$ cat config.mk
export PLATFORM = sky130hd
export DESIGN_NAME = vga_timing_gen
export DESIGN_NICKNAME = d
export VERILOG_FILES = /design/src/rtl/vga_timing_gen.sv
export SDC_FILE = /design/constraint.sdc
export NUM_CORES = 1
export LEC_CHECK = 0
export CAP_MARGIN = 40
export CORE_UTILIZATION = 40
export CTS_CLUSTER_SIZE = 25
export DETAILED_ROUTE_END_ITERATION = 8
export HOLD_SLACK_MARGIN = 0.1
export PLACE_DENSITY = 0.61
export SYNTH_ARGS = -nofsm -noshare
export SYNTH_HDL_FRONTEND = slang
export SYNTH_SLANG_ARGS = --single-unit
$ cat constraint.sdc
create_clock -name clk -period 2.2 [get_ports clk]
set_input_delay 0.33 -clock clk [delete_from_list [all_inputs] [get_ports clk]]
set_output_delay 0.33 -clock clk [all_outputs]
set_load 0.01 [all_outputs]
$ cat src/rtl/vga_timing_gen.sv
// Parametrised VGA raster timing generator: pixel-clock divider, H/V counters and a
// single registered decode stage driving sync, data-enable, coordinates, strobes and blanked colour.
module vga_timing_gen #(
    parameter int CLK_DIV  = 2,
    parameter int H_SYNC   = 96,
    parameter int H_BP     = 48,
    parameter int H_ACTIVE = 640,
    parameter int H_FP     = 16,
    parameter int V_SYNC   = 2,
    parameter int V_BP     = 29,
    parameter int V_ACTIVE = 480,
    parameter int V_FP     = 10,
    parameter bit H_POL    = 1'b0,
    parameter bit V_POL    = 1'b0,
    parameter int COORD_W  = 10,
    parameter int COLOR_W  = 1
) (
    input  logic               clk,
    input  logic               reset,
    input  logic               en,
    input  logic [COLOR_W-1:0] red_in,
    input  logic [COLOR_W-1:0] green_in,
    input  logic [COLOR_W-1:0] blue_in,
    output logic               h_sync,
    output logic               v_sync,
    output logic               de,
    output logic [COORD_W-1:0] x,
    output logic [COORD_W-1:0] y,
    output logic               line_start,
    output logic               frame_start,
    output logic [COLOR_W-1:0] vga_red,
    output logic [COLOR_W-1:0] vga_green,
    output logic [COLOR_W-1:0] vga_blue
);

    localparam int H_TOTAL = H_SYNC + H_BP + H_ACTIVE + H_FP;
    localparam int V_TOTAL = V_SYNC + V_BP + V_ACTIVE + V_FP;
    localparam int DIV_W   = (CLK_DIV > 1) ? $clog2(CLK_DIV) : 1;

    // Region bounds are compared one bit wider so an active region ending exactly at
    // the total count (zero front porch) still fits.
    localparam int CW = COORD_W + 1;

    localparam logic [DIV_W-1:0]   DIV_LAST  = DIV_W'(CLK_DIV - 1);
    localparam logic [DIV_W-1:0]   DIV_ONE   = DIV_W'(1);
    localparam logic [COORD_W-1:0] H_LAST    = COORD_W'(H_TOTAL - 1);
    localparam logic [COORD_W-1:0] V_LAST    = COORD_W'(V_TOTAL - 1);
    localparam logic [COORD_W-1:0] CNT_ONE   = COORD_W'(1);
    localparam logic [COORD_W-1:0] H_OFFSET  = COORD_W'(H_SYNC + H_BP);
    localparam logic [COORD_W-1:0] V_OFFSET  = COORD_W'(V_SYNC + V_BP);
    localparam logic [CW-1:0]      H_SYNC_E  = CW'(H_SYNC);
    localparam logic [CW-1:0]      V_SYNC_E  = CW'(V_SYNC);
    localparam logic [CW-1:0]      H_ACT_S   = CW'(H_SYNC + H_BP);
    localparam logic [CW-1:0]      H_ACT_E   = CW'(H_SYNC + H_BP + H_ACTIVE);
    localparam logic [CW-1:0]      V_ACT_S   = CW'(V_SYNC + V_BP);
    localparam logic [CW-1:0]      V_ACT_E   = CW'(V_SYNC + V_BP + V_ACTIVE);

    logic [DIV_W-1:0]   div_cnt;
    logic [COORD_W-1:0] h_cnt;
    logic [COORD_W-1:0] v_cnt;
    logic               tick;

    logic [CW-1:0]      h_ext;
    logic [CW-1:0]      v_ext;
    logic               h_act;
    logic               v_act;
    logic               de_d;
    logic               line_d;
    logic               frame_d;
    logic [COORD_W-1:0] x_d;
    logic [COORD_W-1:0] y_d;

    assign tick = en && (div_cnt == DIV_LAST);

    // With CLK_DIV=1 the divider sits at zero and tick follows en directly.
    always_ff @(posedge clk or posedge reset) begin
        if (reset) begin
            div_cnt <= '0;
            h_cnt   <= '0;
            v_cnt   <= '0;
        end else if (en) begin
            div_cnt <= tick ? '0 : div_cnt + DIV_ONE;
            if (tick) begin
                if (h_cnt == H_LAST) begin
                    h_cnt <= '0;
                    v_cnt <= (v_cnt == V_LAST) ? '0 : v_cnt + CNT_ONE;
                end else begin
                    h_cnt <= h_cnt + CNT_ONE;
                end
            end
        end
    end

    always_comb begin
        h_ext   = {1'b0, h_cnt};
        v_ext   = {1'b0, v_cnt};
        h_act   = (h_ext >= H_ACT_S) && (h_ext < H_ACT_E);
        v_act   = (v_ext >= V_ACT_S) && (v_ext < V_ACT_E);
        de_d    = h_act && v_act;
        x_d     = de_d ? (h_cnt - H_OFFSET) : '0;
        y_d     = de_d ? (v_cnt - V_OFFSET) : '0;
        // Only the first divider phase of pixel 0 qualifies, so a strobe fires once per line.
        line_d  = en && (div_cnt == '0) && (h_cnt == '0);
        frame_d = line_d && (v_cnt == '0);
    end

    always_ff @(posedge clk or posedge reset) begin
        if (reset) begin
            h_sync      <= ~H_POL;
            v_sync      <= ~V_POL;
            de          <= 1'b0;
            x           <= '0;
            y           <= '0;
            line_start  <= 1'b0;
            frame_start <= 1'b0;
            vga_red     <= '0;
            vga_green   <= '0;
            vga_blue    <= '0;
        end else begin
            h_sync      <= (h_ext < H_SYNC_E) ? H_POL : ~H_POL;
            v_sync      <= (v_ext < V_SYNC_E) ? V_POL : ~V_POL;
            de          <= de_d;
            x           <= x_d;
            y           <= y_d;
            line_start  <= line_d;
            frame_start <= frame_d;
            vga_red     <= de_d ? red_in   : '0;
            vga_green   <= de_d ? green_in : '0;
            vga_blue    <= de_d ? blue_in  : '0;
        end
    end

endmodule

==> out/results.tsv, run 1 <==
metric	value	unit
DRC	0	
Area after DPL	2960	um^2
Syn Area/Cell	10.8	um^2
share of cells above drive strength 1	22.7	%
area of the die	6360	um^2
Synth area leaders	dfrtp_1, nor4_2, ha_1	
Num CTS Buffers	5	
crit path DAT	2.38	ns
max cap viols	0	
Fillers	499	
clock tree sinks	49	
crit path kind	reg -> reg	
critical path startpoint category	register	
chip height	79.8	um
Gate power share	18.9	%
CTS root buffer	clkbuf_8	
chip width	79.8	um
Switching Share	28.9	%
Initial Util	42.6	%
GRT overflow	0	
largest net degree at the start of global routing	25	
dominant synthesized flop cell	dfrtp_1	
Yosys reg bits	49	
first-pass GRT wire length	8.40	mm
number of global-route vias before repair	1712	
core area	5680	um^2
Internal Power	1350	uW
Switching Power	551	uW
fin nets	282	
sequential share of power	53.6	%
Worst-path clk slew	0.09	ns
RSZ-0062 raised after global routing	yes	
maximum fanout along the worst path	24	
WHS	0.348	ns
htree depth	2	
Final Skew	0.00688	ns
CTS tree	done	
Port Buffers	33	
post-layout worst setup margin	0.0279	ns
Post-DP HPWL	3.66	mm
Yosys cell types	42	
synthesized instance count	224	
leading post-synthesis cells by instance count	dfrtp_1, nand2_1, nor4_2	
yosys warns	0	
initial antenna violation count	0	
Peak VDD IR	371	uV
1st-pass router iterations	4	
run status	complete, no violations	
multi-input logic area	1160	um^2
via count	1783	
worst slack at placement	0.0238	ns
Routed WL	4.98	mm
CTS Buffer Depth	2	
Ant. Diodes	0	
crit end category	register	
post-route ant nets	0	
Seq. cell area	1230	um^2
hold buffer count at cts	0	
Layout area overhead	29.1	%
Seq/Total Area, Yosys	50.8	%
Rows	27	
Final Max Slew Viols	0	
most common cell in the netlist	dfrtp_1	
I/O pins	34	
vias per cell	5.23	
Syn Std Cell Area	2420	um^2
slew of the pin with the lowest slew margin	0.560	ns
top cell type's share of synthesized area	48.6	%
clock share of power	27.5	%
final instance area	3120	um^2
Post-synth EDFFs	0	
Tot Pwr	1910	uW
GP Congestion	0.826	
Slew headroom	62.3	%
Final min period	2.17	ns
GRT Util Overall	17.4	%
syn nets	238	
worst skew pair latency	0.30	ns
final hold viol count	0	
period utilization	98.7	%
Req. time, crit path	2.40	ns
pwr dens	610	nW/um^2
DRT iter0 DRCs	77	
P_leak	0.00129	uW
area leader, netlist	dfrtp_1	
FFs w/ async S/R, synth	100	%
Max Clk Rate	460	MHz
final setup vio count	0	
Hold Path Class	in -> async	
Routed WL per cell	14.6	um
power by group through the flow:
stage / Sequential [uW] / Clock, uW / Combinational, uW
6_report: 1020 / 525 / 360
5_1_grt: 1030 / 575 / 403
4_1_cts: 1020 / 539 / 347
3_5_place_dp: 1030 / 0 / 345
3_3_place_gp: 1030 / 0 / 340
2_1_floorplan: 1030 / 0 / 179
worst paths after layout:
path                           from  endpoint  depth (start not counted)  slack [ns]
min in group clk            div_cnt   div_cnt                          1        0.54
setup / recovery           h_cnt[1]      y[2]                          7        0.03
setup reg to reg           h_cnt[1]      y[2]                          7        0.03
max in group asynchronous     reset    h_sync                          3        1.35
hold reg to reg             div_cnt   div_cnt                          1        0.54
hold / removal                reset      y[4]                          2        0.35
flip-flops by register name (all words and copies together), names as in the netlist, 10 cells and up:
register,flops
x,10
v_cnt,10
y,10
h_cnt,10
final cells by class:
| class | count | share of cell area (%) |
|---|---|---|
| clock inverters | 3 | 0.561 |
| flip-flops and latches | 49 | 39.3 |
| inverters | 10 | 1.20 |
| multi-input cells | 149 | 37.2 |
| repair buffers | 53 | 16.6 |
| clock buffers | 5 | 2.20 |
| well taps | 72 | 2.88 |
through the flow:
stage | cells | utilization, % | TNS [ns]
3_3_place_gp | 333 | 52.1 | 0
3_5_place_dp | 333 | 52.1 | 0
2_1_floorplan | 224 | - | 0
4_1_cts | 341 | 53.6 | 0
6_report | 341 | 55.0 | 0
5_1_grt | 341 | 55.0 | -0.719
layer usage:
layer,GRT usage [%],share of wire [%]
met1,25.2,52
met4,6.25,1.2
met3,2.63,3.3
met2,26.3,44
met5,0,0
worst max-delay path: stages, from the launching register on:
cell and delay [ns]:
dfrtp_1 0.41, inv_2 0.07, ha_1 0.12, or3b_4 0.37
or3_1 0.35, a311o_1 0.31, buf_12 0.19, nor4_4 0.26
logic make-up after synthesis:
| kind of cell | after synthesis | share of synthesized area [%] |
|---|---|---|
| and+or+nand+nor | 93 | 26.0 |
| DFF | 49 | 50.8 |
| AOI/OAI and AO/OA | 30 | 7.70 |
| buffers and inverters | 26 | 4.81 |
| xor gates and xnor gates | 17 | 6.15 |
| adders and majority gates | 8 | 4.14 |
| muxes | 1 | 0.414 |
placed cells by master, fill, tap and decap left out, types with 7 or more instances in the layout:
cell type        instances
dfrtp_1                 47
clkdlybuf4s50_1         33
nand2_1                 17
buf_4                   17
nor4_2                  13
nand3_1                 12
nor2_1                  12
o21ai_0                 11
xnor2_1                  9
xor2_1                   8
ha_1                     8
inv_1                    7
timing repair:
item,in CTS,in global routing
setup buffers,0,0
endpoints found under the setup margin,0,21
resized for setup,0,13
Power figures use the tool's default switching activity.
==> run 2: changes to the inputs <==
--- a/config.mk
+++ b/config.mk
@@ -5,12 +5,12 @@
 export SDC_FILE = /design/constraint.sdc
 export NUM_CORES = 1
 export LEC_CHECK = 0
-export CAP_MARGIN = 40
-export CORE_UTILIZATION = 40
+export CAP_MARGIN = 20
+export CORE_UTILIZATION = 49
 export CTS_CLUSTER_SIZE = 25
 export DETAILED_ROUTE_END_ITERATION = 8
 export HOLD_SLACK_MARGIN = 0.1
-export PLACE_DENSITY = 0.61
+export PLACE_DENSITY = 0.73
 export SYNTH_ARGS = -nofsm -noshare
 export SYNTH_HDL_FRONTEND = slang
 export SYNTH_SLANG_ARGS = --single-unit
==> out/results.tsv, run 2 (synthesized netlist as in run 1, its figures left out) <==
metric	value	unit	change
RR Endpoint	x[1]		
CTS root buffer	clkbuf_8		
metal1 wirelength	2.28	mm	-11%
Reg2Reg Setup Slack	-0.09	ns	-0.12 ns
worst skew pair latency	0.30	ns	about the same
Rows	25		-7.4%
final hold viol count	0		unchanged
failing checks	negative setup slack		
initial antenna violation count	0		unchanged
top sig layer	met4		
RSZ-0062 raised after global routing	yes		
WL met3	277	um	+69%
DR WL met2	2.24	mm	+2.8%
GP Congestion	0.936		+13%
Max Clk Rate	437	MHz	-5.1%
maximum fanout along the worst path	8		-67%
Final Max Slew Viols	0		unchanged
GRT Util Overall	20.2	%	+2.8 points
chip height	72.3	um	-9.4%
Worst Setup EP	x[1]		
Hold Path Class	in -> async		
max cap viols	0		unchanged
Routed WL	4.90	mm	-1.5%
I/O pins	34		unchanged
1st-pass router iterations	4		unchanged
critical path startpoint category	register		
share of cells above drive strength 1	23.4	%	+0.74 points
Slew headroom	64.0	%	+1.7 points
htree depth	2		unchanged
reg-to-reg critical path startpoint	h_cnt[1]		
Ant. Diodes	0		unchanged
run status	complete, but fails checks		
clock tree sinks	49		unchanged
core area	4720	um^2	-17%
Peak VDD IR	463	uV	+25%
P_leak	0.00131	uW	+1.9%
Initial Util	51.2	%	+8.6 points
CTS Buffer Depth	2		unchanged
vias per cell	5.43		+3.8%
fin nets	282		unchanged
crit path DAT	2.48	ns	+0.10 ns
Post-Layout Cell Count	336		-1.5%
Final min period	2.29	ns	+0.118 ns
post-route ant nets	0		unchanged
FF-to-FF path depth	7		unchanged
slew of the pin with the lowest slew margin	0.539	ns	-0.0211 ns
commonest non-fill, non-tap cell in the layout	dfrtp_1		
first-pass GRT wire length	8.21	mm	-2.3%
chip width	72.3	um	-9.4%
period utilization	104	%	+5.3 points
final setup vio count	11		+11
area of the die	5220	um^2	-18%
largest net degree at the start of global routing	29		+16%
leading cell types in the layout, fill and taps excluded	dfrtp_1, clkdlybuf4s50_1, nand2_1		
post-layout worst setup margin	-0.0896	ns	-0.118 ns
Final Skew	0.0136	ns	+0.00676 ns
DRC	0		unchanged
CP startpoint	h_cnt[1]		
Req. time, crit path	2.39	ns	about the same
Num CTS Buffers	5		unchanged
hold buffer count at cts	0		unchanged
CTS tree	done		
DRT iter0 DRCs	148		+92%
Post-DP HPWL	3.46	mm	-5.6%
Layout area overhead	33.3	%	
Tot Pwr	1980	uW	+4.0%
Worst-path clk slew	0.09	ns	about the same
Routed WL per cell	14.6	um	about the same
number of global-route vias before repair	1742		+1.8%
GRT overflow	0		unchanged
placed cells	326		-2.1%
Port Buffers	33		unchanged
pwr dens	614	nW/um^2	+0.71%
via count	1824		+2.3%
crit path kind	reg -> reg		
crit end category	register		
==> run 2: changes by cell type in the layout (fill, tap and decap cells not counted), moves of 2 or more <==
cell | previous run | this run
nor4_4 | 4 | 11
clkbuf_8 | 5 | 7
buf_6 | 0 | 2
nor4_2 | 13 | 6
buf_4 | 17 | 15
nor4b_4 | 2 | 4
nor4b_2 | 4 | 1
==> run 2: metal layers <==
layer	global-route usage (%)	vias to the layer above
met1	28.9	852
met5	0	-
li1	-	889
met2	30.4	72
met3	3.75	11
met4	7.84	0
==> run 2: final cells by class <==
| type | count | area [um^2] |
|---|---|---|
| fillers | 336 | 1500 |
| repair buffers | 53 | 520 |
| clock inverters | 1 | 5.00 |
| clock buffers | 7 | 96.3 |
| flip-flops and latches | 49 | 1230 |
| multi-input cells | 149 | 1250 |
| well taps | 67 | 83.8 |
| inverters | 10 | 37.5 |
==> run 2: what timing repair did <==
action                                  4_1_cts  5_1_grt
gates cloned                                  0        1
buffers inserted                              0        1
resized for setup                             0       33
pin swaps                                     0       17
endpoints found under the setup margin        8       23
==> run 2: worst max-delay path, stage by stage (launching register included) <==
cell     delay (ns)
dfrtp_1        0.41
inv_2          0.08
ha_4           0.11
or3b_4         0.36
or3_1          0.31
a311o_2        0.49
buf_12         0.19
nor4_2         0.23
==> run 2: worst min-delay path by stage <==
| stage | from | to | slack (ns) | depth (start not counted) |
|---|---|---|---|---|
| CTS | reset | v_cnt[6] | 0.42 | 2 |
| floorplan | en | div_cnt | 0.42 | 1 |
| detailed placement | div_cnt | div_cnt | 0.52 | 1 |
| global route | reset | v_cnt[6] | 0.48 | 2 |
| global placement | div_cnt | div_cnt | 0.51 | 1 |
| finish | reset | v_cnt[6] | 0.41 | 2 |
==> run 2: through the flow <==
stage               TNS [ns]  utilization, %  hold WS, ns  instance area [um^2]  setup slack [ns]
finish                -0.496            68.3        0.414                  3230           -0.0896
global route           -1.37            68.3        0.478                  3230            -0.141
CTS                  -0.0721            63.8        0.418                  3010           -0.0180
detailed placement         0            61.6        0.515                  2910            0.0246
global placement           0            61.6        0.506                  2910            0.0322
floorplan                  0               -        0.417                  2420            0.0525
==> run 2: power by group <==
group          internal (uW)  total (uW)  switching [uW]  leakage (uW)
registers                958        1020            62.5      0.000653
logic                    193         401             208      0.000604
clock network            284         560             276     0.0000542
